<file path="src/rtl/adc_chan_conditioner.sv">
// ---------------------------------------------------------------------------
// adc_chan_conditioner
//
// N-channel ADC front-end conditioner running on the fast ADC sample clock.
// It sits between the IDDR/IDELAY capture and the feedback/DAC datapath.
// For each channel, in order:
//   1. undo board bit inversions with a per-channel XOR mask (BITFLIP)
//   2. measure a pedestal on request (average of 2**PED_LOG2 valid samples)
//   3. subtract the pedestal with saturation to the DW-bit signed range
//   4. optionally flag ADC over-range (sticky)
//
// Optional feature macro: ADC_OVR_DETECT_EN
//   defined   : sticky over-range flags; clr_ovr clears them, and a new set wins
//   undefined : ovr_flags tied to 0, clr_ovr ignored, no compare logic
//
// Parameters
//   N_CH      number of channels
//   DW        sample width (two's complement after the mask)
//   PED_LOG2  pedestal averages 2**PED_LOG2 samples (1..8)
//   BITFLIP   packed per-channel XOR masks, channel 0 in bits [DW-1:0]
//
// Ports
//   clk357      in   ADC sample clock, all logic on its rising edge
//   rst         in   synchronous reset, active-high
//   data_in     in   raw ADC words, channel c at [c*DW +: DW]
//   run         in   sample-valid gate for data_in
//   ped_trig    in   pedestal measurement request (level, sampled in IDLE)
//   clr_ovr     in   clear sticky over-range flags
//   data_out    out  corrected, pedestal-subtracted signed samples
//   data_valid  out  data_out qualifier
//   ped_out     out  current pedestal per channel, signed
//   ped_busy    out  pedestal FSM in ACCUM or UPDATE
//   ped_done    out  1-cycle pulse while the new pedestal is being loaded
//   ovr_flags   out  sticky per-channel over-range flags
//
// Latency from data_in/run to data_out/data_valid is 2 cycles.
// ---------------------------------------------------------------------------
module adc_chan_conditioner #(
  parameter int                 N_CH     = 4,
  parameter int                 DW       = 13,
  parameter int                 PED_LOG2 = 4,
  parameter logic [N_CH*DW-1:0] BITFLIP  = '0
) (
  input  logic                 clk357,
  input  logic                 rst,
  input  logic [N_CH*DW-1:0]   data_in,
  input  logic                 run,
  input  logic                 ped_trig,
  input  logic                 clr_ovr,
  output logic [N_CH*DW-1:0]   data_out,
  output logic                 data_valid,
  output logic [N_CH*DW-1:0]   ped_out,
  output logic                 ped_busy,
  output logic                 ped_done,
  output logic [N_CH-1:0]      ovr_flags
);

  // Accumulator holds the sum of 2**PED_LOG2 DW-bit samples, so it needs
  // PED_LOG2 extra bits and can never overflow.
  localparam int AW = DW + PED_LOG2;

  localparam logic [DW-1:0]       S_MAX    = {1'b0, {(DW-1){1'b1}}};
  localparam logic [DW-1:0]       S_MIN    = {1'b1, {(DW-1){1'b0}}};
  localparam logic [PED_LOG2-1:0] CNT_LAST = '1;

  typedef enum logic [1:0] {
    IDLE   = 2'd0,
    ACCUM  = 2'd1,
    UPDATE = 2'd2
  } ped_state_e;

  // Signed difference at DW+1 bits, clamped back into the DW-bit range.
  // The two top bits disagree exactly when the result does not fit.
  function automatic logic [DW-1:0] sat_sub(input logic [DW-1:0] a,
                                            input logic [DW-1:0] b);
    logic [DW:0] diff;
    diff = {a[DW-1], a} - {b[DW-1], b};
    case (diff[DW:DW-1])
      2'b01:   sat_sub = S_MAX;
      2'b10:   sat_sub = S_MIN;
      default: sat_sub = diff[DW-1:0];
    endcase
  endfunction

  // Arithmetic right shift floors toward -inf, which is the rounding we want
  // for the average; the result always fits back into DW bits.
  function automatic logic [DW-1:0] ped_of(input logic [AW-1:0] acc);
    logic signed [AW-1:0] shifted;
    shifted = $signed(acc) >>> PED_LOG2;
    ped_of  = shifted[DW-1:0];
  endfunction

  // ---------------------------------------------------------------------------
  // State
  // ---------------------------------------------------------------------------
  logic [N_CH-1:0][DW-1:0] s1_q,       s1_d;
  logic                    v1_q,       v1_d;
  logic [N_CH-1:0][DW-1:0] data_out_q, data_out_d;
  logic                    valid_q,    valid_d;

  ped_state_e              state_q,    state_d;
  logic [N_CH-1:0][AW-1:0] acc_q,      acc_d;
  logic [PED_LOG2-1:0]     cnt_q,      cnt_d;
  logic [N_CH-1:0][DW-1:0] ped_q,      ped_d;
  logic                    busy_q,     busy_d;
  logic                    done_q,     done_d;

  // ---------------------------------------------------------------------------
  // Datapath: mask stage then subtract/saturate stage
  // ---------------------------------------------------------------------------
  always_comb begin
    // NOTE: every signal written here gets a default first so no path leaves
    // it unassigned, which would otherwise infer a latch.
    s1_d       = '0;
    data_out_d = '0;
    v1_d       = run;
    valid_d    = v1_q;
    for (int c = 0; c < N_CH; c++) begin
      s1_d[c]       = data_in[c*DW +: DW] ^ BITFLIP[c*DW +: DW];
      // data_out tracks every cycle; data_valid alone says whether it counts.
      data_out_d[c] = sat_sub(s1_q[c], ped_q[c]);
    end
  end

  // ---------------------------------------------------------------------------
  // Pedestal FSM next state. busy/done are computed on the transition so the
  // registered versions line up exactly with the ACCUM/UPDATE states.
  // ---------------------------------------------------------------------------
  always_comb begin
    state_d = state_q;
    acc_d   = acc_q;
    cnt_d   = cnt_q;
    ped_d   = ped_q;
    busy_d  = busy_q;
    done_d  = 1'b0;
    unique case (state_q)
      IDLE: begin
        if (ped_trig) begin
          state_d = ACCUM;
          acc_d   = '0;
          cnt_d   = '0;
          busy_d  = 1'b1;
        end
      end
      ACCUM: begin
        // Invalid cycles are skipped without advancing the count.
        if (v1_q) begin
          for (int c = 0; c < N_CH; c++) begin
            acc_d[c] = acc_q[c] + {{PED_LOG2{s1_q[c][DW-1]}}, s1_q[c]};
          end
          cnt_d = cnt_q + PED_LOG2'(1);
          if (cnt_q == CNT_LAST) begin
            state_d = UPDATE;
            done_d  = 1'b1;
          end
        end
      end
      UPDATE: begin
        // ped_q changes at the end of this cycle, so subtraction keeps the old
        // pedestal until the cycle after UPDATE. A trigger here is dropped.
        for (int c = 0; c < N_CH; c++) begin
          ped_d[c] = ped_of(acc_q[c]);
        end
        state_d = IDLE;
        busy_d  = 1'b0;
      end
      default: begin
        state_d = IDLE;
        busy_d  = 1'b0;
      end
    endcase
  end

  // ---------------------------------------------------------------------------
  // Registers
  // ---------------------------------------------------------------------------
  // NOTE: sequential state uses non-blocking assignments only, so every flop
  // samples the pre-edge value of its neighbours regardless of statement order.
  always_ff @(posedge clk357) begin
    if (rst) begin
      s1_q       <= '0;
      v1_q       <= 1'b0;
      data_out_q <= '0;
      valid_q    <= 1'b0;
      state_q    <= IDLE;
      acc_q      <= '0;
      cnt_q      <= '0;
      ped_q      <= '0;
      busy_q     <= 1'b0;
      done_q     <= 1'b0;
    end else begin
      s1_q       <= s1_d;
      v1_q       <= v1_d;
      data_out_q <= data_out_d;
      valid_q    <= valid_d;
      state_q    <= state_d;
      acc_q      <= acc_d;
      cnt_q      <= cnt_d;
      ped_q      <= ped_d;
      busy_q     <= busy_d;
      done_q     <= done_d;
    end
  end

  assign data_out   = data_out_q;
  assign data_valid = valid_q;
  assign ped_out    = ped_q;
  assign ped_busy   = busy_q;
  assign ped_done   = done_q;

  // ---------------------------------------------------------------------------
  // Over-range detection: a valid mask-corrected sample sitting on either
  // rail means the ADC clipped.
  // ---------------------------------------------------------------------------
`ifdef ADC_OVR_DETECT_EN
  logic [N_CH-1:0] ovr_q, ovr_d;

  always_comb begin
    ovr_d = clr_ovr ? '0 : ovr_q;
    // Applied after the clear so a simultaneous set wins.
    for (int c = 0; c < N_CH; c++) begin
      if (v1_q && ((s1_q[c] == S_MAX) || (s1_q[c] == S_MIN))) begin
        ovr_d[c] = 1'b1;
      end
    end
  end

  always_ff @(posedge clk357) begin
    if (rst) begin
      ovr_q <= '0;
    end else begin
      ovr_q <= ovr_d;
    end
  end

  assign ovr_flags = ovr_q;
`else
  logic unused_clr_ovr;
  assign unused_clr_ovr = clr_ovr;
  assign ovr_flags      = '0;
`endif

endmodule
</file>
<file path="config.mk">
export PLATFORM = sky130hd
export DESIGN_NAME = adc_chan_conditioner
export DESIGN_NICKNAME = d
export VERILOG_FILES = /design/src/rtl/adc_chan_conditioner.sv
export SDC_FILE = /design/constraint.sdc
export NUM_CORES = 1
export LEC_CHECK = 0
export ABC_AREA = 1
export CAP_MARGIN = 20
export CORE_MARGIN = 3
export CORE_UTILIZATION = 25
export CTS_BUF_LIST = sky130_fd_sc_hd__clkbuf_4
export DETAILED_ROUTE_END_ITERATION = 8
export PLACE_DENSITY = 0.45
export SLEW_MARGIN = 5
export SYNTH_ARGS = -nofsm -noshare
export SYNTH_HDL_FRONTEND = slang
export SYNTH_SLANG_ARGS = --single-unit
</file>
<file path="constraint.sdc">
create_clock -name clk357 -period 3 [get_ports clk357]
set_input_delay 0.6 -clock clk357 [delete_from_list [all_inputs] [get_ports clk357]]
set_output_delay 0.6 -clock clk357 [all_outputs]
set_load 0.01 [all_outputs]
</file>
==> run metrics <==
status=completed; worst hold stages=4; Placement Cell Area=17000 um^2; Area Overhead vs Synth=24.0%; Reg power frac=0.412; maximum number of pins on one net before global-route repair=166; final hold violation count=0; Max stage delay on crit path=0.41 ns; RR Endpoint=data_out[25]; Final setup violation count=0; Register-to-Register Setup Slack=0.30 ns; Worst Path Max Fanout=11; vias in the first global route=13986; Clk Latency, worst-skew pair=0.77 ns; setup_tns=0 ns; # Max-Cap Violations=0; synthesized cell area=14500 um^2; Worst EP required=3.65 ns; Synth warnings=0; flops & latches, synth=234; TritonCTS Buffers=73; global-route wire length before repair=71.7 mm; fin util=0.316; pre-CTS WS=0.176 ns; internal power=5.72 mW; Net Sw Frac=0.304; prevailing post-synth register cell=dfxtp_1; Slew Limit Fails=0; Static Leakage=9.05 nW; Nets=2633; initial DRC count=626; Synth top area share=0.323; final WL=44.5 mm; grt ovf=0; count leader, synth=nand2_1; P_sw=2.50 mW; Worst EP arrival=3.35 ns; unrepaired setup endpoints after global routing=false; Cells after Synth=2237; async set-reset flop share out of synthesis=0; Setup crit end kind=register; layout cells sized above 1=0.0722; worst setup margin=0.300 ns; synth cell count leaders=nand2_1 (606), inv_1 (408), a21oi_1 (256); Buf/Inv on CP=4; kind of critical path=reg -> reg; Setup crit end=data_out[25]; Slew @ Worst Pin=0.900 ns; clock tree sinks=234; Die Span X=247 um; Initial Utilization=0.255; via-per-instance ratio=4.40; register area share after synthesis=0.323; Die Area=60900 um^2; Residual DRC=0; Clk Tree Root Cell=clkbuf_4; DP HPWL=33.1 mm; Final ANT Viol Nets=0; fmax=370 MHz; gpl congestion=0.866; io pins=168; Post-synth EDFFs=0; Worst setup startpoint=ped_out[23]; R2R Path Start=ped_out[23]; worst min-delay path class=in -> reg; Clock Power Share=0.396; slowest cell on the critical path=ha_1; site row count=87; IO buf count=162; ranking of synthesized cells by area=dfxtp_1 (32%), nand2_1 (16%), ha_1 (11%), inv_1 (11%), a21oi_1 (8.8%); Total GRT Usage=0.147; Yosys top cell by area=dfxtp_1; Post-CTS Setup Bufs=0; Top delay family on crit path=simple AND/OR/NAND/NOR gates; initial antenna violation count=3; Syn Area/Cell=6.48 um^2; H-tree depth=3; critical-path cell list=inv_1 > ha_1 > nand2_1 > nor2_1 > nand3_1 > nand3_1 > nand2_1 > a22oi_1 > inv_1 > ha_1 > buf_4 > nor2_1 > nor2_1 > o21ai_0 > inv_1; final worst path period share=0.900; Worst path depth=15; clk_skew=0.0534 ns; R2R depth=15; routed via count=14285; clock buffer depth=3; DRT Pass-1 Iters=5; minimum clock period=2.70 ns; post-route cell area=18000 um^2; Core Region=56900 um^2; CTS tree=built; Rel. slew slack=0.400; clk slew on worst S/H paths=0.06 ns; worst vdd ir=206 uV; WHS=0.286 ns; Comb power frac=0.192; Netlist cell types=34; P per Cell Area=457 nW/um^2; Startpoint Class=register; Die H=247 um; wire per inst=13.7 um
[registers in the layout (all words and copies together), names as in the netlist]
name        count
data_valid      1
ped_busy        1
cnt_q           4
data_out       52
ped_out        52
state_q         2
s1_q           52
ped_done        1
v1_q            1
acc_q          68
[worst min-delay path by stage]
stage,to,slack [ns],startpoint
floorplan,acc_q[20],0.45,acc_q[20]
global placement,acc_q[20],0.46,acc_q[20]
detailed placement,acc_q[20],0.47,acc_q[20]
CTS,ped_out[47],0.18,rst
global route,ped_out[46],0.26,rst
finish,ped_out[47],0.29,rst
[placed cells by master, fill, tap and decap left out, types with 2 or more instances in the layout]
cell type / n
o211a_1: 4
clkinv_2: 5
buf_4: 23
nand2_1: 603
inv_2: 10
a22oi_1: 3
a21oi_1: 256
a211oi_2: 2
ha_1: 125
nor2_1: 155
o21ai_0: 105
nand4_1: 21
clkdlybuf4s50_1: 161
bufinv_16: 2
o21bai_1: 4
buf_12: 4
inv_1: 407
o21a_1: 4
xor2_1: 4
clkinv_1: 10
dfxtp_1: 234
and3_1: 2
fa_1: 7
nand3b_1: 14
nand3_1: 159
a21o_1: 3
nand2_4: 3
clkbuf_4: 104
o211ai_1: 2
nor3_1: 25
conb_1: 4
or2_2: 20
[worst min-delay path, cell delays in order]
cell     delay [ns]
buf_6          0.08
inv_2          0.15
o21ai_0        0.12
a21oi_1        0.04
[logic make-up (layout without fill, tap and decap cells)]
family / after synthesis / in the layout / share of synthesized area
and+or+nand+nor: 1007 / 1007 / 0.290
buffers and inverters: 474 / 727 / 0.127
AOI/OAI and AO/OA: 384 / 384 / 0.138
DFF: 234 / 234 / 0.323
adders and majority gates: 133 / 133 / 0.119
xor gates and xnor gates: 4 / 4 / 0.00242
other: 1 / 5 / 0.000259
[stage by stage]
| step | power [mW] | instances |
|---|---|---|
| after CTS | 8.43 | 3249 |
| after global placement | 5.03 | 3124 |
| after floorplan | 4.40 | 2240 |
| after global routing | 8.81 | 3250 |
| after detailed placement | 5.03 | 3124 |
| final | 8.21 | 3250 |
[what timing repair did]
action                     4_1_cts  5_1_grt
gates resized for setup          0        8
hold endpoints to repair         0        0
hold buffers                     0        0
setup endpoints to repair        0       43
[metal layers]
layer | global-route usage | vias up | routed length, um
li1 | - | 7544 | -
met1 | 0.184 | 6396 | 20800
met2 | 0.245 | 248 | 20200
met3 | 0.0326 | 93 | 2200
met4 | 0.0570 | 4 | 1210
met5 | 0 | - | 31
[power by group through the flow]
stage	clock network (mW)	registers [mW]	logic (mW)
after global routing	3.61	3.40	1.80
after detailed placement	0	3.46	1.58
after global placement	0	3.45	1.57
final	3.25	3.38	1.58
after CTS	3.46	3.39	1.59
after floorplan	0	3.48	0.921
[cell type report]
| cell class | instances | area, um^2 |
|---|---|---|
| fillers | 6321 | 38900 |
| multi-input cells | 1532 | 8010 |
| flip-flops and latches | 234 | 4680 |
| repair buffers | 189 | 1880 |
| inverters | 413 | 1550 |
| well taps | 756 | 946 |
| clock buffers | 104 | 781 |
| clock inverters | 21 | 136 |
| diodes | 1 | 2.50 |
Note: power is estimated with default switching activity, not from simulation.
